[src/rtl/cpu_pkg.sv]
// Shared CPU definitions: CSR map, CSR operation codes and CSR FSM states.
// Imported by the CSR unit and its cycle counter.
package cpu_pkg;

    localparam int unsigned CSR_MSTATUS = 0;
    localparam int unsigned CSR_MIE     = 1;
    localparam int unsigned CSR_MIP     = 2;
    localparam int unsigned CSR_MEPC    = 3;
    localparam int unsigned CSR_MCAUSE  = 4;
    localparam int unsigned CSR_MCYCLE  = 5;
    localparam int unsigned CSR_MCYCLEH = 6;
    localparam int unsigned CSR_MTVEC   = 8;

    localparam int unsigned MSTATUS_MIE  = 3;
    localparam int unsigned MSTATUS_MPIE = 7;
    localparam int unsigned IRQ_BIT      = 11;

    typedef enum logic [1:0] {
        CSR_NONE  = 2'd0,
        CSR_WRITE = 2'd1,
        CSR_SET   = 2'd2,
        CSR_CLEAR = 2'd3
    } csr_op_e;

    typedef enum logic {
        ST_RUN  = 1'b0,
        ST_TRAP = 1'b1
    } csr_state_e;

endpackage

[src/rtl/csr_cycle_counter.sv]
// Double-width free-running cycle counter.
// Either half can be loaded; a load cycle suppresses the increment.
module csr_cycle_counter
    import cpu_pkg::*;
#(
    parameter int XLEN = 32
) (
    input  logic              clock,
    input  logic              reset,
    input  logic              load_lo,
    input  logic              load_hi,
    input  logic              inc,
    input  logic [XLEN-1:0]   load_data,
    output logic [2*XLEN-1:0] count
);

    always_ff @(posedge clock or negedge reset) begin
        if (!reset) begin
            count <= '0;
        end else if (load_lo) begin
            count[XLEN-1:0] <= load_data;
        end else if (load_hi) begin
            count[2*XLEN-1:XLEN] <= load_data;
        end else if (inc) begin
            count <= count + 1'b1;
        end
    end

endmodule

[src/rtl/csr_unit.sv]
// Machine-mode CSR file with trap entry, interrupt take and mret return.
// TRAP is a single-cycle state that drives the redirect to the trap vector.
module csr_unit
    import cpu_pkg::*;
#(
    parameter int              XLEN        = 32,
    parameter int              CSR_COUNT   = 16,
    parameter logic [XLEN-1:0] MTVEC_RESET = 32'h40000100
) (
    input  logic                         clock,
    input  logic                         reset,
    input  logic [1:0]                   csr_op,
    input  logic [$clog2(CSR_COUNT)-1:0] csr_index,
    input  logic [XLEN-1:0]              csr_wdata,
    output logic [XLEN-1:0]              csr_rdata,
    input  logic                         trap_valid,
    input  logic [XLEN-1:0]              trap_pc,
    input  logic [XLEN-1:0]              trap_cause,
    input  logic                         mret,
    input  logic                         irq_in,
    output logic                         redirect,
    output logic [XLEN-1:0]              redirect_pc,
    output logic                         busy
);

    localparam int IW = $clog2(CSR_COUNT);

    localparam logic [XLEN-1:0] IRQ_CAUSE =
        {1'b1, (XLEN-1)'(IRQ_BIT)};

    logic [XLEN-1:0]   regs [CSR_COUNT];
    logic [2*XLEN-1:0] cycle;
    logic [XLEN-1:0]   mip;
    logic [XLEN-1:0]   new_val;
    logic              irq_q;
    csr_state_e        state;

    logic in_run;
    logic irq_take;
    logic trap_take;
    logic mret_take;
    logic op_take;
    logic sel_mip;
    logic sel_lo;
    logic sel_hi;

    assign sel_mip = csr_index == IW'(CSR_MIP);
    assign sel_lo  = csr_index == IW'(CSR_MCYCLE);
    assign sel_hi  = csr_index == IW'(CSR_MCYCLEH);

    always_comb begin
        mip          = '0;
        mip[IRQ_BIT] = irq_q;
    end

    assign in_run   = state == ST_RUN;
    assign irq_take = in_run && !trap_valid
                    && regs[CSR_MSTATUS][MSTATUS_MIE]
                    && regs[CSR_MIE][IRQ_BIT]
                    && irq_q;
    assign trap_take = in_run && (trap_valid || irq_take);
    assign mret_take = in_run && mret && !trap_take;
    assign op_take   = in_run && !trap_take && !mret
                     && csr_op != CSR_NONE;

    always_comb begin
        csr_rdata = regs[csr_index];
        if (sel_mip) csr_rdata = mip;
        if (sel_lo)  csr_rdata = cycle[XLEN-1:0];
        if (sel_hi)  csr_rdata = cycle[2*XLEN-1:XLEN];
    end

    always_comb begin
        case (csr_op)
            CSR_WRITE: new_val = csr_wdata;
            CSR_SET:   new_val = csr_rdata | csr_wdata;
            CSR_CLEAR: new_val = csr_rdata & ~csr_wdata;
            default:   new_val = csr_rdata;
        endcase
    end

    csr_cycle_counter #(
        .XLEN(XLEN)
    ) u_cycle (
        .clock    (clock),
        .reset    (reset),
        .load_lo  (op_take && sel_lo),
        .load_hi  (op_take && sel_hi),
        .inc      (!(op_take && (sel_lo || sel_hi))),
        .load_data(new_val),
        .count    (cycle)
    );

    always_ff @(posedge clock or negedge reset) begin
        if (!reset) begin
            state <= ST_RUN;
            irq_q <= 1'b0;
        end else begin
            irq_q <= irq_in;
            state <= trap_take ? ST_TRAP : ST_RUN;
        end
    end

    // Trap updates come last so they override a same-cycle CSR write.
    always_ff @(posedge clock or negedge reset) begin
        if (!reset) begin
            for (int i = 0; i < CSR_COUNT; i++) begin
                regs[i] <= (i == CSR_MTVEC) ? MTVEC_RESET : '0;
            end
        end else begin
            if (op_take && !sel_mip && !sel_lo && !sel_hi) begin
                regs[csr_index] <= new_val;
            end
            if (mret_take) begin
                regs[CSR_MSTATUS][MSTATUS_MIE] <=
                    regs[CSR_MSTATUS][MSTATUS_MPIE];
                regs[CSR_MSTATUS][MSTATUS_MPIE] <= 1'b1;
            end
            if (trap_take) begin
                regs[CSR_MEPC]   <= trap_pc;
                regs[CSR_MCAUSE] <= trap_valid ? trap_cause : IRQ_CAUSE;
                regs[CSR_MSTATUS][MSTATUS_MPIE] <=
                    regs[CSR_MSTATUS][MSTATUS_MIE];
                regs[CSR_MSTATUS][MSTATUS_MIE] <= 1'b0;
            end
        end
    end

    assign busy     = state == ST_TRAP;
    assign redirect = busy || mret_take;

    always_comb begin
        redirect_pc = regs[CSR_MEPC];
        if (busy) redirect_pc = {regs[CSR_MTVEC][XLEN-1:2], 2'b00};
    end

endmodule

[config.mk]
export PLATFORM = sky130hd
export DESIGN_NAME = csr_unit
export DESIGN_NICKNAME = d
export VERILOG_FILES = /design/src/rtl/cpu_pkg.sv /design/src/rtl/csr_cycle_counter.sv /design/src/rtl/csr_unit.sv
export SDC_FILE = /design/constraint.sdc
export NUM_CORES = 1
export LEC_CHECK = 0
export BUFFER_PORTS_ARGS = -buffer_cell sky130_fd_sc_hd__buf_2
export CAP_MARGIN = 20
export CORE_MARGIN = 5
export CORE_UTILIZATION = 40
export CTS_CLUSTER_SIZE = 10
export DETAILED_ROUTE_END_ITERATION = 10
export PLACE_DENSITY = 0.62
export SLEW_MARGIN = 10
export SYNTH_ARGS = -nofsm -noshare
export SYNTH_HDL_FRONTEND = slang
export SYNTH_SLANG_ARGS = --single-unit
export TNS_END_PERCENT = 50
[constraint.sdc]
create_clock -name clock -period 6.9 [get_ports clock]
set_clock_uncertainty 0.2 [all_clocks]
set_input_delay 1.38 -clock clock [delete_from_list [all_inputs] [get_ports clock]]
set_output_delay 1.38 -clock clock [all_outputs]
set_load 0.02 [all_outputs]
==> results.sh <==
export IMPL_leakagePower_nw=13.3
export IMPL_finalInstanceArea_um2=30200
export IMPL_regToRegEndpoint="regs[495]"
export IMPL_status="finished clean"
export IMPL_path_max_fanout=51
export IMPL_final_layout_size_suffix_gt1_frac=0.170
export IMPL_async_flop_share=1.00
export IMPL_antenna_found_initial=3
export IMPL_grt_pass1_vias=22100
export IMPL_clock_sinks=547
export IMPL_avgSynthCellArea_um2=9.88
export IMPL_clockBufferDepth=3
export IMPL_end_kind="output pin"
export IMPL_worstMarginPinSlew_ns=1.11
export IMPL_htreeDepth=2
export IMPL_yosysMostFrequentCell="dfrtp_1"
export IMPL_path_clk_slew_ns=0.05
export IMPL_p_per_area_nw_per_um2=276
export IMPL_ys_seq_area_frac=0.504
export IMPL_postCtsResizedCells=0
export IMPL_startpoint="csr_index[0]"
export IMPL_drtIter0Drc=2895
export IMPL_synth_enable_flop_cells=0
export IMPL_core_um2=67300
export IMPL_boundaryPins=173
export IMPL_synth_main_ff_cell="dfrtp_1"
export IMPL_io_buffer_count=172
export IMPL_r2r_setup_slack_ns=2.72
export IMPL_std_cell_rows=95
export IMPL_path_class="input port to output pin"
export IMPL_drv_cap=0
export IMPL_crit_end="csr_rdata[30]"
export IMPL_cp_required_ns=5.32
export IMPL_fin_crit_sh=0.820
export IMPL_r2r_cells=7
export IMPL_setup_viol=0
export IMPL_synth_commonest_cells="dfrtp_1, nand2_1, o21ai_0"
export IMPL_yosys_top_cells_area="dfrtp_1, o21ai_0, mux4_2"
export IMPL_synth_yosys_warnings=0
export IMPL_dr_total_vias=22600
export IMPL_drc=0
export IMPL_synth_nets=2858
export IMPL_grt_max_degree=143
export IMPL_die_w_um=271
export IMPL_vias_per_cell=6.21
export IMPL_gr_total_overflow=0
export IMPL_post_cts_buffers=0
export IMPL_gp_congestion=0.899
export IMPL_start_util=0.404
export IMPL_synth_top_cell_area_share=0.502
export IMPL_die_area_um2=73200
export IMPL_dp_hpwl_mm=64.3
export IMPL_start_kind="input port"
export IMPL_worstPathArrival_ns=4.08
export IMPL_slew_violations=0
export IMPL_ys_seq_elements=547
export IMPL_syn_to_final_growth_pct=11.0
export IMPL_ir_drop_v=0.000206
export IMPL_yosysTopAreaCell="dfrtp_1"
export IMPL_tritoncts="built"
export IMPL_min_period_ns=5.66
export IMPL_rsz0062_at_grt="no"
export IMPL_routedWlPerCell_um=26.0
export IMPL_root_buffer="clkbuf_16"
export IMPL_grt_total_usage=0.251
export IMPL_wl_mm=94.4
export IMPL_nNetsFinal=2848
export IMPL_synth_distinct_cells=79
export IMPL_first_pass_iters=8
export IMPL_timing_fmax_mhz=177
export IMPL_cts_hold_buf=0
export IMPL_finalSetupTns_ns=0
export IMPL_antenna_left=0
export IMPL_clkLatencyLatePin_ns=0.65
export IMPL_reg2reg_from="irq_q"
export IMPL_hold_viol_final=0
export IMPL_relSlewSlack=0.258
export IMPL_syn_area_um2=27200
export IMPL_diodes=0
export IMPL_syn_inst=2750
export IMPL_place_area_um2=28500
export IMPL_hp_class="flip-flop to flip-flop"
export IMPL_chipHeight_um=271
export IMPL_grt_pass1_wl_mm=143
export IMPL_cts_buffers=61
-- final cells by class --
cell class,instances,area (µm²)
clock inverter,3,68.8
clock buffer,83,1610
fill,6283,37100
sequential,547,13700
inverter,22,82.6
timing repair buffer,237,1460
multi-input combinational,1871,12200
tap,873,1090
-- routing by layer --
| metal | GRT usage | vias up | share of wire |
|---|---|---|---|
| met2 | 0.373 | 1149 | 0.44 |
| met3 | 0.0754 | 224 | 0.10 |
| met5 | 0 | - | 0.00043 |
| li1 | - | 9875 | - |
| met1 | 0.353 | 11300 | 0.42 |
| met4 | 0.0860 | 6 | 0.038 |
-- where the power goes --
group	switching (mW)	leakage [nW]	internal, mW	total [mW]
sequential	0.364	7.21	3.62	3.99
combinational	0.902	5.33	0.553	1.45
clock	1.30	0.805	1.60	2.90
total	2.56	13.3	5.78	8.34
-- critical path, stage by stage --
cell      delay (ns)
clkbuf_8        0.35
buf_4           0.54
mux4_2          0.61
and2_1          0.19
nor3_1          0.63
a21oi_1         0.10
buf_2           0.20
-- sequential cells by signal, indices dropped and copies added, names as in the netlist --
signal and flops:
regs 481, u_cycle.count 64, busy 1, irq_q 1
-- how the worst min path moves through the flow --
stage | depth (start not counted) | end | startpoint | slack [ns]
after floorplan | 1 | regs[295] | regs[295] | 0.22
after global placement | 0 | regs[429] | regs[429] | 0.16
after detailed placement | 0 | regs[432] | regs[432] | 0.16
after CTS | 0 | regs[432] | regs[432] | 0.17
after global routing | 0 | regs[344] | regs[344] | 0.18
final | 0 | regs[310] | regs[310] | 0.17
-- layout by cell type, fill, tap and decap left out, types with 10 or more instances in the layout --
| master | n |
|---|---|
| dfrtp_1 | 544 |
| nand2_1 | 475 |
| o21ai_0 | 452 |
| buf_2 | 169 |
| a21oi_1 | 87 |
| mux4_2 | 86 |
| nor2_1 | 71 |
| clkbuf_16 | 61 |
| buf_4 | 59 |
| mux2i_1 | 52 |
| a22oi_1 | 49 |
| nand3_1 | 46 |
| mux2_2 | 40 |
| a21o_1 | 35 |
| nor3_1 | 35 |
| o211ai_1 | 31 |
| a32oi_1 | 29 |
| o22ai_1 | 27 |
| clkbuf_1 | 22 |
| a221oi_1 | 21 |
| a211oi_1 | 21 |
| inv_1 | 19 |
| nand4_1 | 19 |
| and2_1 | 18 |
| xnor2_1 | 18 |
| a22o_1 | 17 |
| and3_1 | 17 |
| xor2_1 | 14 |
| nand2b_1 | 12 |
| a31oi_1 | 12 |
| and4_1 | 12 |
| or3_1 | 12 |
| nor4_1 | 12 |
| nor2b_1 | 10 |
| nand2_2 | 10 |
-- cells by family (layout without fill, tap and decap cells) --
logic type,count (synthesis),count (layout),synth area share
compound gates,876,876,0.198
simple gates,784,784,0.128
flops,547,547,0.504
buf+inv,332,345,0.0518
mux,178,178,0.107
xor+xnor,32,32,0.0103
fa+ha+maj,1,1,0.000460
-- through the flow --
stage / utilization / std cells / hold WS (ns) / setup slack, ns / power, mW
after CTS: 0.448 / 3635 / 0.174 / 1.31 / 8.35
after detailed placement: 0.423 / 3549 / 0.162 / 1.32 / 5.47
after global routing: 0.448 / 3636 / 0.182 / 1.03 / 8.70
after floorplan: - / 2750 / 0.224 / 2.13 / 4.84
after global placement: 0.423 / 3549 / 0.160 / 1.31 / 5.41
final: 0.448 / 3636 / 0.172 / 1.24 / 8.34
Power figures use the tool's default switching activity.
